File: config.mk
export PLATFORM = sky130hd
export DESIGN_NAME = icache_m1
export DESIGN_NICKNAME = d
export VERILOG_FILES = /design/src/rtl/m1_icache_pkg.sv /design/src/rtl/icache_array_m1.sv /design/src/rtl/icache_m1.sv
export SDC_FILE = /design/constraint.sdc
export NUM_CORES = 2
export LEC_CHECK = 0
export ABC_AREA = 1
export CORE_MARGIN = 2
export CORE_UTILIZATION = 58
export CTS_CLUSTER_DIAMETER = 60
export DETAILED_ROUTE_END_ITERATION = 10
export DONT_BUFFER_PORTS = 1
export PLACE_DENSITY_LB_ADDON = 0.08
export SLEW_MARGIN = 20
export SYNTH_ARGS = -nofsm -noshare
export SYNTH_HDL_FRONTEND = slang
export SYNTH_HIERARCHICAL = 1
export SYNTH_SLANG_ARGS = --single-unit
File: constraint.sdc
create_clock -name clk -period 2.3 [get_ports clk]
set_clock_uncertainty 0.05 [all_clocks]
set_input_delay 0.46 -clock clk [delete_from_list [all_inputs] [get_ports clk]]
set_output_delay 0.46 -clock clk [all_outputs]
set_load 0.03 [all_outputs]
File: src/rtl/m1_icache_pkg.sv
// Shared widths, FSM encoding and address field helpers for the direct-mapped instruction cache.
package m1_icache_pkg;

    localparam int ADDR_W     = 15;
    localparam int DATA_W     = 15;
    localparam int LINE_WORDS = 4;
    localparam int NUM_LINES  = 16;
    localparam int OFF_W      = $clog2(LINE_WORDS);
    localparam int IDX_W      = $clog2(NUM_LINES);
    localparam int TAG_W      = ADDR_W - IDX_W - OFF_W;

    typedef enum logic [1:0] {
        IDLE   = 2'd0,
        REFILL = 2'd1,
        DONE   = 2'd2
    } icache_state_t;

    typedef struct packed {
        logic [TAG_W-1:0] tag;
        logic [IDX_W-1:0] idx;
        logic [OFF_W-1:0] off;
    } addr_fields_t;

    function automatic addr_fields_t split_addr(input logic [ADDR_W-1:0] addr);
        return addr_fields_t'(addr);
    endfunction

    function automatic logic [ADDR_W-1:0] join_addr(input logic [TAG_W-1:0] tag,
                                                    input logic [IDX_W-1:0] idx,
                                                    input logic [OFF_W-1:0] off);
        return {tag, idx, off};
    endfunction

endpackage

File: src/rtl/icache_array_m1.sv
// Valid/tag/data storage: one word write port, one line (tag+valid) write port, async read, bulk valid clear.
module icache_array_m1
    import m1_icache_pkg::*;
(
    input  logic              clk,
    input  logic              rst_n,
    input  logic [IDX_W-1:0]  rd_idx_i,
    input  logic [OFF_W-1:0]  rd_off_i,
    output logic              rd_valid_o,
    output logic [TAG_W-1:0]  rd_tag_o,
    output logic [DATA_W-1:0] rd_data_o,
    input  logic              word_we_i,
    input  logic [IDX_W-1:0]  wr_idx_i,
    input  logic [OFF_W-1:0]  wr_off_i,
    input  logic [DATA_W-1:0] wr_data_i,
    input  logic              line_we_i,
    input  logic [TAG_W-1:0]  wr_tag_i,
    input  logic              wr_valid_i,
    input  logic              clear_i
);

    logic [NUM_LINES-1:0] valid_q;
    logic [TAG_W-1:0]     tag_q  [NUM_LINES];
    logic [DATA_W-1:0]    data_q [NUM_LINES][LINE_WORDS];

    // Data is reset too so the word read before any refill is a defined zero.
    always_ff @(posedge clk or negedge rst_n) begin
        if (!rst_n) begin
            for (int i = 0; i < NUM_LINES; i++) begin
                tag_q[i] <= '0;
                for (int j = 0; j < LINE_WORDS; j++) begin
                    data_q[i][j] <= '0;
                end
            end
        end else begin
            if (word_we_i) begin
                data_q[wr_idx_i][wr_off_i] <= wr_data_i;
            end
            if (line_we_i) begin
                tag_q[wr_idx_i] <= wr_tag_i;
            end
        end
    end

    // A bulk clear overrides a same-cycle line validation.
    always_ff @(posedge clk or negedge rst_n) begin
        if (!rst_n) begin
            valid_q <= '0;
        end else if (clear_i) begin
            valid_q <= '0;
        end else if (line_we_i) begin
            valid_q[wr_idx_i] <= wr_valid_i;
        end
    end

    assign rd_valid_o = valid_q[rd_idx_i];
    assign rd_tag_o   = tag_q[rd_idx_i];
    assign rd_data_o  = data_q[rd_idx_i][rd_off_i];

endmodule

File: src/rtl/icache_m1.sv
// Direct-mapped instruction cache: registered lookup address, combinational hit, line refill over req/ack.
// mem_req is held with a stable mem_addr until mem_ack; each ack returns one word and advances the word count.
module icache_m1
    import m1_icache_pkg::*;
(
    input  logic              clk,
    input  logic              async_rst_n,
    input  logic              clk_en,
    input  logic [ADDR_W-1:0] fetch_addr,
    input  logic              invalidate,
    output logic [DATA_W-1:0] instr_out,
    output logic              icache_miss,
    output logic              mem_req,
    output logic [ADDR_W-1:0] mem_addr,
    input  logic              mem_ack,
    input  logic [DATA_W-1:0] mem_rdata
);

    logic [ADDR_W-1:0] lookup_q;
    icache_state_t     state_q;
    logic [TAG_W-1:0]  refill_tag_q;
    logic [IDX_W-1:0]  refill_idx_q;
    logic [OFF_W-1:0]  word_cnt_q;
    logic              mem_req_q;
    logic              inv_seen_q;

    addr_fields_t      lookup_f;
    logic              rd_valid;
    logic [TAG_W-1:0]  rd_tag;
    logic              hit;
    logic              word_we;
    logic              last_word;
    logic              line_we;
    logic              line_valid;

    assign lookup_f = split_addr(lookup_q);

    always_ff @(posedge clk or negedge async_rst_n) begin
        if (!async_rst_n) begin
            lookup_q <= '0;
        end else if (clk_en) begin
            lookup_q <= fetch_addr;
        end
    end

    // Refill writes are driven straight from the ack so the word lands on the same edge it is accepted.
    assign word_we    = (state_q == REFILL) && mem_ack;
    assign last_word  = (word_cnt_q == OFF_W'(LINE_WORDS - 1));
    assign line_we    = word_we && last_word;
    assign line_valid = !(inv_seen_q || invalidate);

    icache_array_m1 u_array (
        .clk        (clk),
        .rst_n      (async_rst_n),
        .rd_idx_i   (lookup_f.idx),
        .rd_off_i   (lookup_f.off),
        .rd_valid_o (rd_valid),
        .rd_tag_o   (rd_tag),
        .rd_data_o  (instr_out),
        .word_we_i  (word_we),
        .wr_idx_i   (refill_idx_q),
        .wr_off_i   (word_cnt_q),
        .wr_data_i  (mem_rdata),
        .line_we_i  (line_we),
        .wr_tag_i   (refill_tag_q),
        .wr_valid_i (line_valid),
        .clear_i    (invalidate)
    );

    assign hit         = rd_valid && (rd_tag == lookup_f.tag);
    assign icache_miss = !hit || (state_q != IDLE);

    // The FSM ignores clk_en so memory acks are never dropped while the pipeline is stalled.
    always_ff @(posedge clk or negedge async_rst_n) begin
        if (!async_rst_n) begin
            state_q      <= IDLE;
            refill_tag_q <= '0;
            refill_idx_q <= '0;
            word_cnt_q   <= '0;
            mem_req_q    <= 1'b0;
            inv_seen_q   <= 1'b0;
        end else begin
            case (state_q)
                IDLE: begin
                    if (!hit) begin
                        refill_tag_q <= lookup_f.tag;
                        refill_idx_q <= lookup_f.idx;
                        word_cnt_q   <= '0;
                        mem_req_q    <= 1'b1;
                        inv_seen_q   <= 1'b0;
                        state_q      <= REFILL;
                    end
                end
                REFILL: begin
                    if (invalidate) begin
                        inv_seen_q <= 1'b1;
                    end
                    if (mem_ack) begin
                        word_cnt_q <= word_cnt_q + 1'b1;
                        if (last_word) begin
                            mem_req_q <= 1'b0;
                            state_q   <= DONE;
                        end
                    end
                end
                DONE: begin
                    state_q <= IDLE;
                end
                default: begin
                    state_q   <= IDLE;
                    mem_req_q <= 1'b0;
                end
            endcase
        end
    end

    assign mem_req  = mem_req_q;
    assign mem_addr = join_addr(refill_tag_q, refill_idx_q, word_cnt_q);

endmodule
==> impl_results.md <==
- Residual DRC: 0
- Max FO, Critical Path: 16
- Final Non-Filler Cells: just under 8000
- CP most frequent cell: nand2_1
- WP data required: 1.79 ns
- Final Hold Violating Endpoints: 0
- Worst R2R Setup Slack: -0.83 ns
- Slowest cell on the critical path: dfrtp_4
- Unrepaired setup endpoints after global routing: true
- Avg Cell Area, Syn: 8.02 um^2
- Buf/Inv on CP: 3
- CP Capture Type: output port
- Row count: 110
- Final Max Tran Viols: 0
- Area contributors post-synth: dfrtp_1 (55%), nand2_1 (17%), o21ai_0 (8.3%)
- Port Buffers: 0
- WS Path Type: reg -> out
- GPL Wtd Cong: around 0.9
- Number of global-route vias before repair: 43200
- Synthesis-to-finish area growth: 21.6%
- Syn Nets: 6558
- Power Density: 1090 mW/mm^2
- Global Route Usage Sum: 35.0%
- Worst Path Arrival: 3.04 ns
- Root Driver: clkbuf_16
- Setup TNS: -32.48 ns
- DIE HEIGHT: 304 um
- Drt first-iter violations: 6114
- Pre-Repair DR Iteration Count: 7
- CP peak stage delay: slightly below 0.6 ns
- Failing checks: negative setup slack
- Peak Freq: 0.282 GHz
- Core Area: 0.0897 mm^2
- Ports: 67
- Clock transition at the registers of the reported paths: 0.06 ns
- Max-cap viol count: 0
- Crit path cell chain: buf_6 -> buf_12 -> o21ai_0 -> o221ai_1 -> o211ai_1 -> nand2_1 -> inv_1 -> nand2_1 -> nand2_1 -> nor2_1 -> nand2_1 -> nor2_4 -> nand3_4
- Clock buffer count from CTS: between 100 and 150
- Outcome: finished, violations left
- Worst Tran Pin Value: 0.720 ns
- Die area: 0.0926 mm^2
- CTS sink cnt: between 1000 and 1500
- Die Wd: 304 um
- Routed length per instance: 21.2 um
- Cell count after synthesis: 6522
- Inst Count DP: 7493
- Largest net degree at the start of global routing: approximately 140
- CP top delay family: simple AND/OR/NAND/NOR gates
- DP Area: 0.0560 mm^2
- Grt ovf: 0
- Global-route wire length before repair: 254000 um
- Post-route design area: 0.0636 mm^2
- Vias: roughly 47000
- Setup violators final: 34
- Synth area leader: dfrtp_1
- Netlist cell types: 35
- Top FF cell, synth: dfrtp_1
- Max rail drop VDD: 0.891 mV
- Mapped Area: between 0.05 and 0.06 mm^2
- Max_slew headroom: 52.0%
- Post-synthesis async set-or-reset flop share: 100%
- Worst Slack Setup Final: -1.25 ns
- Deepest clock path buffer count: 3
- Number of diodes: 0
- Leak Pwr: approximately 30 nW
- Fillers: ~7000
- Final net count: approximately 6600
- Tcrit/Tclk final: 154%
- Post-synthesis sequential area ratio: 55.2%
- Layout cell share with drive strength beyond 1: 13.6%
- Htree depth: 4
- Place WS: -1.43 ns
- Seq cells post-synth: 1154
- Initial antenna violation count: 0
- YS warnings: 6
- Starting Density: just under 60%
- CTS tree: built
- Final WL: around 170000 um
- Post-synth top area share: 55.2%
- Vias/cell: 5.95
- Worst hold path type: in -> reg
- DP Wirelength: 95900 um
- Post-route minimum period: 3.55 ns
- Critical Path Source Type: register
- EDFF count, synth: 0
- Antenna Nets Post-Route: 0
- Skew-Pair Late Insertion Delay: 0.73 ns
-- registers in the layout, indices dropped and copies added, names as in the netlist, 2 cells and up --
signal,count
u_array/tag_q,144
word_cnt_q,2
refill_idx_q,4
u_array/data_q,960
refill_tag_q,9
u_array/valid_q,16
lookup_f,15
state_q,2
-- final timing paths --
kind,start,end,cells past startpoint
max,lookup_f[2],icache_miss,13
min,clk_en,lookup_f[8],3
max reg2reg,lookup_f[2],refill_idx_q[1],16
min reg2reg,u_array/tag_q[121],u_array/tag_q[121],2
max in group asynchronous,async_rst_n,u_array/data_q[118],5
min in group asynchronous,async_rst_n,u_array/data_q[382],2
-- per-layer routing --
| layer | part of all wire, % | track usage (%) |
|---|---|---|
| met1 | 42 | 50.7 |
| met2 | 46 | 53.0 |
| met3 | 9.4 | 6.88 |
| met4 | 2.9 | 12.3 |
| met5 | 0 | 0 |
-- cells by family after synthesis --
group,after synthesis,synth area share (%)
muxes,2,0.0431
and+or+nand+nor,3428,26.8
AOI/OAI and AO/OA,1280,12.6
xor gates and xnor gates,2,0.0335
DFF,1154,55.2
buffers and inverters,655,5.29
adders and majority gates,1,0.0239
-- final cells by class --
cell class | instances | area [um^2] | area share [%]
Clock inverter | 37 | 434 | 0.683
Inverter | 78 | 315 | 0.496
Sequential cell | 1154 | 28900 | 45.4
Timing Repair inverter | 1 | 30.0 | 0.0472
Multi-Input combinational cell | 4713 | 21700 | 34.1
Tap cell | 1176 | 1470 | 2.31
Clock buffer | 196 | 4010 | 6.30
Timing Repair Buffer | 491 | 6780 | 10.7
-- synth_stat cells (all sizes together), types with 4 or more instances --
cell type  instances
or2                4
nand3            831
o211ai             9
a211oi            15
buf              256
inv               63
nand2           2438
a21oi             39
nor3               5
clkinv            15
o221ai            27
dfrtp           1154
nor2             147
o21ai           1181
clkbuf           321
o22ai              9
-- power by group --
part | switching (W) | internal (W) | total [W]
combinational | 0.0106 | 0.00730 | 0.0179
sequential | 0.00346 | 0.0263 | 0.0298
clock | 0.00839 | 0.0130 | 0.0214
-- tightest hold or removal path, stage by stage --
cell	delay (ns)
buf_12	0.16
nand2_1	0.07
o21ai_0	0.07
-- cell usage in the layout (no fill, tap or decap), types with 3 or more instances in the layout --
master / Yosys / final
inv_6: 0 / 4
buf_8: 1 / 6
o21ai_1: 313 / 334
nand3_1: 831 / 733
nor3_4: 3 / 3
nor2_4: 0 / 3
inv_1: 54 / 53
nor2_2: 4 / 6
o21ai_2: 4 / 11
nand3_4: 0 / 9
buf_4: 1 / 228
buf_6: 5 / 23
clkinv_2: 0 / 21
clkbuf_1: 321 / 28
o21ai_4: 0 / 3
nand3_2: 0 / 89
bufbuf_16: 0 / 6
clkbuf_16: 0 / 161
clkbuf_8: 0 / 27
buf_12: 0 / 136
o211ai_1: 9 / 9
dlygate4sd3_1: 0 / 39
a211oi_1: 15 / 15
nand2_4: 1 / 22
nor2_1: 143 / 138
nand2_2: 1 / 64
o22ai_1: 9 / 7
nand2_1: 2436 / 2351
buf_16: 0 / 33
o221ai_1: 27 / 25
dfrtp_4: 0 / 3
inv_2: 9 / 22
a21oi_1: 39 / 39
dfrtp_1: 1154 / 1150
o21ai_0: 864 / 833
bufinv_16: 0 / 9
-- timing repair --
action / 4_1_cts / 5_1_grt
gates cloned: 19 / 20
endpoints found under the hold margin: 153 / 0
hold buffers: 40 / 0
pin swaps: 48 / 36
buffers inserted: 22 / 21
resized for setup: 191 / 157
endpoints found under the setup margin: 486 / 809
-- through the flow --
step | power [W] | utilization (%) | hold WS [ns]
2_1_floorplan | 0.0396 | - | 0.114
3_3_place_gp | 0.0451 | 62.3 | 0.115
6_report | 0.0691 | 70.9 | 0.0265
5_1_grt | 0.0728 | 70.9 | 0.0135
4_1_cts | 0.0681 | 69.5 | 0.00164
3_5_place_dp | 0.0457 | 62.4 | 0.115
(Power assumes the default switching activity.)
